`config.mk`:
```
export PLATFORM = sky130hd
export DESIGN_NAME = cga_rgb_decoder
export DESIGN_NICKNAME = d
export VERILOG_FILES = /design/src/rtl/cga_rgb_decoder.sv
export SDC_FILE = /design/constraint.sdc
export NUM_CORES = 2
export LEC_CHECK = 0
export CAP_MARGIN = 20
export CORE_ASPECT_RATIO = 0.5
export CORE_MARGIN = 5
export CORE_UTILIZATION = 50
export DETAILED_ROUTE_END_ITERATION = 8
export PLACE_DENSITY_LB_ADDON = 0.1
export SYNTH_ARGS = -nofsm -noshare
export SYNTH_HDL_FRONTEND = slang
export SYNTH_SLANG_ARGS = --single-unit
```
`constraint.sdc`:
```
create_clock -name clk -period 31.5 [get_ports clk]
set_clock_uncertainty 0.1 [all_clocks]
set_input_delay 3.15 -clock clk [delete_from_list [all_inputs] [get_ports clk]]
set_output_delay 3.15 -clock clk [all_outputs]
set_load 0.02 [all_outputs]
```
`src/rtl/cga_rgb_decoder.sv`:
```
// Classifies 6/7/6-bit RGB samples as the nearest CGA IRGB palette index.
// Three-stage valid/ready pipeline with exact-hit flag and a saturating miss counter.
module cga_rgb_decoder #(
  parameter int CNT_W = 16
) (
  input  logic             clk,
  input  logic             rst_n,
  input  logic             in_valid,
  output logic             in_ready,
  input  logic [5:0]       red,
  input  logic [6:0]       green,
  input  logic [5:0]       blue,
  output logic             out_valid,
  input  logic             out_ready,
  output logic [3:0]       video,
  output logic             exact,
  output logic [CNT_W-1:0] miss_count,
  input  logic             miss_clear
);

  localparam logic [5:0] LV_L  = 6'd0;
  localparam logic [5:0] LV_LO = 6'd21;
  localparam logic [5:0] LV_H  = 6'd42;
  localparam logic [5:0] LV_F  = 6'd63;

  // Palette entry k as {R, G, B} 6-bit levels; index 6 is brown (half green).
  function automatic logic [17:0] pal_rgb(input int k);
    logic [17:0] v;
    case (k)
      0:       v = {LV_L,  LV_L,  LV_L };
      1:       v = {LV_L,  LV_L,  LV_H };
      2:       v = {LV_L,  LV_H,  LV_L };
      3:       v = {LV_L,  LV_H,  LV_H };
      4:       v = {LV_H,  LV_L,  LV_L };
      5:       v = {LV_H,  LV_L,  LV_H };
      6:       v = {LV_H,  LV_LO, LV_L };
      7:       v = {LV_H,  LV_H,  LV_H };
      8:       v = {LV_LO, LV_LO, LV_LO};
      9:       v = {LV_LO, LV_LO, LV_F };
      10:      v = {LV_LO, LV_F,  LV_LO};
      11:      v = {LV_LO, LV_F,  LV_F };
      12:      v = {LV_F,  LV_LO, LV_LO};
      13:      v = {LV_F,  LV_LO, LV_F };
      14:      v = {LV_F,  LV_F,  LV_LO};
      default: v = {LV_F,  LV_F,  LV_F };
    endcase
    return v;
  endfunction

  logic                w_en;
  logic                w_unused_green_lsb;
  logic                r_s1_valid;
  logic [5:0]          r_s1_r;
  logic [5:0]          r_s1_g;
  logic [5:0]          r_s1_b;
  logic                r_s2_valid;
  logic [15:0][13:0]   w_dist;
  logic [15:0][13:0]   r_s2_dist;
  logic [3:0]          w_best_idx;
  logic [13:0]         w_best_dist;
  logic                r_out_valid;
  logic [3:0]          r_video;
  logic                r_exact;
  logic [CNT_W-1:0]    r_miss_count;
  logic                w_miss_hit;

  assign w_en               = !r_out_valid || out_ready;
  assign in_ready           = w_en;
  assign w_unused_green_lsb = green[0];

  always_ff @(posedge clk or negedge rst_n) begin
    if (!rst_n) begin
      r_s1_valid <= 1'b0;
      r_s1_r     <= '0;
      r_s1_g     <= '0;
      r_s1_b     <= '0;
    end else if (w_en) begin
      r_s1_valid <= in_valid;
      r_s1_r     <= red;
      r_s1_g     <= green[6:1];
      r_s1_b     <= blue;
    end
  end

  for (genvar gi = 0; gi < 16; gi++) begin : g_dist
    localparam logic [17:0] P_RGB = pal_rgb(gi);
    logic [5:0]  w_dr, w_dg, w_db;
    logic [11:0] w_sr, w_sg, w_sb;

    assign w_dr = (r_s1_r >= P_RGB[17:12]) ? r_s1_r - P_RGB[17:12] : P_RGB[17:12] - r_s1_r;
    assign w_dg = (r_s1_g >= P_RGB[11:6])  ? r_s1_g - P_RGB[11:6]  : P_RGB[11:6]  - r_s1_g;
    assign w_db = (r_s1_b >= P_RGB[5:0])   ? r_s1_b - P_RGB[5:0]   : P_RGB[5:0]   - r_s1_b;
    assign w_sr = {6'd0, w_dr} * {6'd0, w_dr};
    assign w_sg = {6'd0, w_dg} * {6'd0, w_dg};
    assign w_sb = {6'd0, w_db} * {6'd0, w_db};
    assign w_dist[gi] = {2'd0, w_sr} + {2'd0, w_sg} + {2'd0, w_sb};
  end

  always_ff @(posedge clk or negedge rst_n) begin
    if (!rst_n) begin
      r_s2_valid <= 1'b0;
      r_s2_dist  <= '0;
    end else if (w_en) begin
      r_s2_valid <= r_s1_valid;
      r_s2_dist  <= w_dist;
    end
  end

  // Strict less-than scanning upward keeps the lowest index on ties.
  always_comb begin
    w_best_idx  = 4'd0;
    w_best_dist = r_s2_dist[0];
    for (int k = 1; k < 16; k++) begin
      if (r_s2_dist[k] < w_best_dist) begin
        w_best_dist = r_s2_dist[k];
        w_best_idx  = 4'(k);
      end
    end
  end

  always_ff @(posedge clk or negedge rst_n) begin
    if (!rst_n) begin
      r_out_valid <= 1'b0;
      r_video     <= '0;
      r_exact     <= 1'b0;
    end else if (w_en) begin
      r_out_valid <= r_s2_valid;
      r_video     <= w_best_idx;
      r_exact     <= (w_best_dist == 14'd0);
    end
  end

  assign w_miss_hit = r_out_valid && out_ready && !r_exact;

  always_ff @(posedge clk or negedge rst_n) begin
    if (!rst_n) begin
      r_miss_count <= '0;
    end else if (miss_clear) begin
      r_miss_count <= '0;
    end else if (w_miss_hit && (r_miss_count != {CNT_W{1'b1}})) begin
      r_miss_count <= r_miss_count + CNT_W'(1);
    end
  end

  assign out_valid  = r_out_valid;
  assign video      = r_video;
  assign exact      = r_exact;
  assign miss_count = r_miss_count;

endmodule

```
Yosys cells after proc, flatten, opt, wreduce, memory -nomap -nowiden
Cells that the tools add are included.
Widths: inputs -> output; s select.

storage, ports and cells
  input bits = 24
  output and inout bits = 23
  register bits after elaboration = 266

operators by class
  multiply operators = 12
  equality and inequality tests = 1
  reduce and logical (&&, ||, !) cells = 8
  add/subtract/negate cells = 47
  magnitude comparators = 27
  mux-type cells = 44

operators with widths
  operator               number
  $lt 14x14->1           15
  $mux 14                15
  $mul 6x6->12           12
  $add 13x12->14         9
  $add 12x12->13         9
  $add 14x12->14         7
  $mux 6                 12
  $mux 4                 14
  $ge 6x6->1 const B     6
  $sub 6x6->6 const A    6
  $sub 6x6->6 const B    6
  $mux 16                2
  $ge 6x1->1 const B     3
  $ge 6x5->1 const B     3
  $sub 1x6->6 const A    3
  $sub 5x6->6 const A    3
  $sub 6x5->6 const B    3
  $add 16x1->16 const B  1
  $ne 16x16->1 const B   1
  $logic_not 14->1       1
  $logic_and 1x1->1      3
  $logic_not 1->1        2
  $reduce_bool 2->1      1
  $logic_or 1x1->1       1
  $mux 1                 1

Longest topological paths before layout
  depth in word-level cells = 31
  mapped depth = 185

Worst setup path before layout
OpenSTA, ideal clock, no wires.

  path kind = register -> register
  start point = reg r_s2_dist[4] (netlist name)
  end point = reg r_video[1] (netlist: video[1])
  data arrival time = 31.095 ns
  clock period less this slack = 31.277 ns
  cell stages (with the launch flop) = 176
  buffers on the path = 21
  slack = 0.223 ns
  path through = dfrtp_1 > inv_1 > ha_1 > o21ai_1 > a21oi_1 > a21o_1 > a21oi_2 > buf_2 > mux2i_1 > ha_1 > a21o_1 > a21oi_1 > o21ai_0 > a21o_1 > a311o_1 > a21o_1 > clkbuf_1 > clkbuf_1 > [140 not listed] > clkbuf_1 > dlygate4sd1_1 > nand3_1 > o21ai_1 > ha_1 > a21oi_1 > nor2b_1 > o21ai_0 > nand2b_1 > a21oi_1 > nor2b_1 > o21ai_0 > nand2b_1 > a221oi_1 > nand4b_1 > a2bb2oi_1 > and3_1 > a31oi_1

between the ends
  word-level cells in the longest chain between the ends = 30

ends and longest elaborated chain
  element                   line  RTL
  start: declaration        58    logic [15:0][13:0] r_s2_dist;
  start signal: assignment  105   r_s2_dist <= w_dist;
  $lt 14x14->1              114   if (r_s2_dist[k] < w_best_dist) begin
  $mux 14 (*)               114
  $lt 14x14->1              114
  $mux 14                   114
  $lt 14x14->1              114
  $mux 14                   114
  $lt 14x14->1              114
  $mux 14                   114
  [14 not listed]           n/a
  $lt 14x14->1              114
  $mux 14                   114
  $lt 14x14->1              114
  $mux 14                   114
  $lt 14x14->1              114
  $mux 14                   114
  $lt 14x14->1              114
  $mux 4 (*)                114
  end signal: assignment    128   r_video <= w_best_idx;
  end: declaration          62    logic [3:0] r_video;

Mark *: on every way between the ends. The rest lies on a longest branch, timed or not.
A chain may end at the register's enable or synchronous reset.

Worst setup path after layout
  start point = reg r_s2_dist[7] (netlist name)
  end point = reg r_video[1] (netlist: video[1])

The elaborated chain is that of the path after synthesis.

==> out/qor.yml <==
cp_common_cell: "ha_1"
crit_family: "compound AO/OA/AOI/OAI gates"
relSlewSlack_pct: 20.2
place.gp.congestion: 0.922
ctsLongestPathBuffers: 3
ys_types: 106
vias: 30956
worst_path_largest_cell_delay_ns: 0.43
ys_warn_count: 0
cts_root_buffer: "clkbuf_16"
clock_latency_ns: 0.61
yosysTopAreaCell: "ha_1"
final_cell_mix: "ha_1 (575), inv_1 (486), a21oi_1 (453)"
synthCells: 4378
status: "complete, no violations"
first_iter_violations: 2411
hold_depth: 2
row_count: 69
coreArea_sq_um: 70700
tightest_slew_ns: 1.19
ys_seq_elements: 244
clkSinkCount: 244
hold_start: "r_s2_valid"
numCtsBuffers: 28
grt_pass1_vias: 29753
dr.pass1.iters: 5
ys_seq_area_share_pct: 17.2
synth_edf_count: 0
multi_input_area_sq_um: 27400
synthTopCellsByArea: "ha_1 (20%), dfrtp_1 (17%), fa_1 (7.3%)"
die_y_um: 198
nNetsFinal: 5155
die_w_um: 387
crit_type: "register to register"
timing.rr.end: "video[1]"
crit_fanout: 14
period_needed_ns: 29.93
ys_async_sr_fraction_pct: 100
reg2reg_slack_ns: 1.57
cp_num_cells: 161
dpl.hpwl_um: 87500
cp.arrival_ns: 30.34
final.period_utilization_pct: 95.0
vias_per_cell: 5.73
cts_tree: "done"
rr_worst_depth: 161
path_buf_inv: 23
htree_levels: 1
synth.avg_cell_area_sq_um: 8.11
crit_path_start_kind: "register"
syn2layout_area_growth_pct: 9.99
worst_ep_required_time_ns: 31.92
max_cap_violations: 0
nFillCells: 6700
synth_fp_nets: 5109
synth_top_area_share_pct: 20.4
place_area_sq_um: 37200
routedWlPerCell_um: 20.3
slowest_stage: "o311ai_4"
ios: 47
drive_gt1_share_pct: 8.82
r2r_start: "r_s2_dist[7]"
cp-end-kind: "register"
ys.flop_type: "dfrtp_1"
start_util_pct: 50.2
finalHoldViolCount: 0
finalInstanceArea_sq_um: 39000
antenna_found_initial: 0
io_buffer_count: 45
crit_end: "video[1]"
grt_first_pass_wirelength_um: 170000
syn_area_sq_um: 35500
path_clk_slew_ns: 0.07
grt_usage_pct: 27.9
cts-hold-fix-buffers: 0
drc: 0
finalSetupViolCount: 0
fmax_ghz: 0.0334
whs_ns: 0.370
ant_nets: 0
grt.overflow.total: 0
area.sequential_sq_um: 6110
finalMaxSlewViolations: 0
crit_start: "r_s2_dist[7]"
hp-class: "register to register"
n_antenna_cell: 0
layout_commonest_cell: "ha_1"
design.die.area_sq_um: 76800
drt_wl_total_um: 110000
grt_max_degree: 152
-- layout make-up --
class,instances,area share (%)
multi-input cells,3485,70.1
clock inverters,17,0.554
clock buffers,35,1.94
inverters,492,4.75
repair buffers,173,3.90
well taps,958,3.07
flip-flops and latches,244,15.6
-- what timing repair did --
item / CTS / global route
resized for setup: 1 / 132
cloned: 0 / 4
setup endpoints to repair: 5 / 5
buffers inserted: 0 / 37
pin swaps: 0 / 28
-- registers in the layout, indices dropped and copies added, names as in the netlist --
register	flops
exact	1
miss_count	16
out_valid	1
r_s1_b	6
r_s1_g	6
r_s1_r	6
r_s1_valid	1
r_s2_dist	202
r_s2_valid	1
video	4
-- kinds of logic (layout without fill, tap and decap cells) --
logic type	Yosys count	after routing	synth area share, %
buf+inv	650	717	7.11
xor+xnor	336	336	8.31
compound gates	1200	1201	21.6
simple gates	1110	1110	14.1
mux	122	122	3.75
flops	244	244	17.2
fa+ha+maj	716	716	27.9
-- through the flow --
stage	setup slack, ns	TNS (ns)	instances	util (%)
floorplan	0.223	0	4378	-
global placement	0.236	0	5308	52.6
detailed placement	0.0359	0	5310	52.6
CTS	0.0504	0	5362	54.0
global route	-0.175	-0.475	5404	55.2
finish	1.57	0	5404	55.2
-- per-layer routing --
| layer | track usage (%) | wire, um |
|---|---|---|
| met3 | 3.33 | 5560 |
| met5 | 0 | 0 |
| met1 | 39.4 | 52400 |
| met4 | 6.89 | 2940 |
| met2 | 45.9 | 49000 |
-- synth_stat cells, types with 5 or more instances --
cell type	n
a211oi_1	18
a21o_1	81
a21oi_1	472
a21oi_2	5
a31o_2	6
a31oi_1	30
and2_1	29
and3_1	15
and4_1	5
buf_1	9
buf_2	8
buf_4	10
clkbuf_1	125
dfrtp_1	244
fa_1	129
ha_1	578
inv_1	486
maj3_1	9
mux2_2	60
mux2i_1	56
nand2_1	296
nand2b_1	52
nand3_1	40
nand3b_1	7
nand4_1	26
nor2_1	448
nor2b_1	57
nor3_1	58
nor4_1	16
o2111a_1	6
o2111ai_1	10
o211ai_1	12
o21a_1	59
o21ai_0	182
o21ai_1	24
o21ba_2	15
o21bai_1	141
o22ai_1	10
o311a_1	6
o31a_1	7
o31ai_1	37
or2_2	19
or3_1	26
xnor2_1	257
xor2_1	78
-- worst register-to-register path, delay by kind of cell, from the launching register on --
kind,cells,cell delay (ns)
AO/OA/AOI/OAI,67,12.93
adder cells (fa/ha/maj),18,5.24
buffers and inverters,23,2.78
flip-flops,1,0.39
multiplexers,9,2.62
AND/OR/NAND/NOR,44,5.75
-- worst min-delay path by stage --
stage,to,slack (ns)
after floorplan,r_s2_valid,0.33
after global placement,out_valid,0.34
after detailed placement,r_s2_valid,0.36
after CTS,r_s2_valid,0.37
after global routing,out_valid,0.40
final,r_s2_valid,0.37
Power is not shown: default switching activity piles up to over one toggle a cycle in this logic, so the estimate is an artifact.
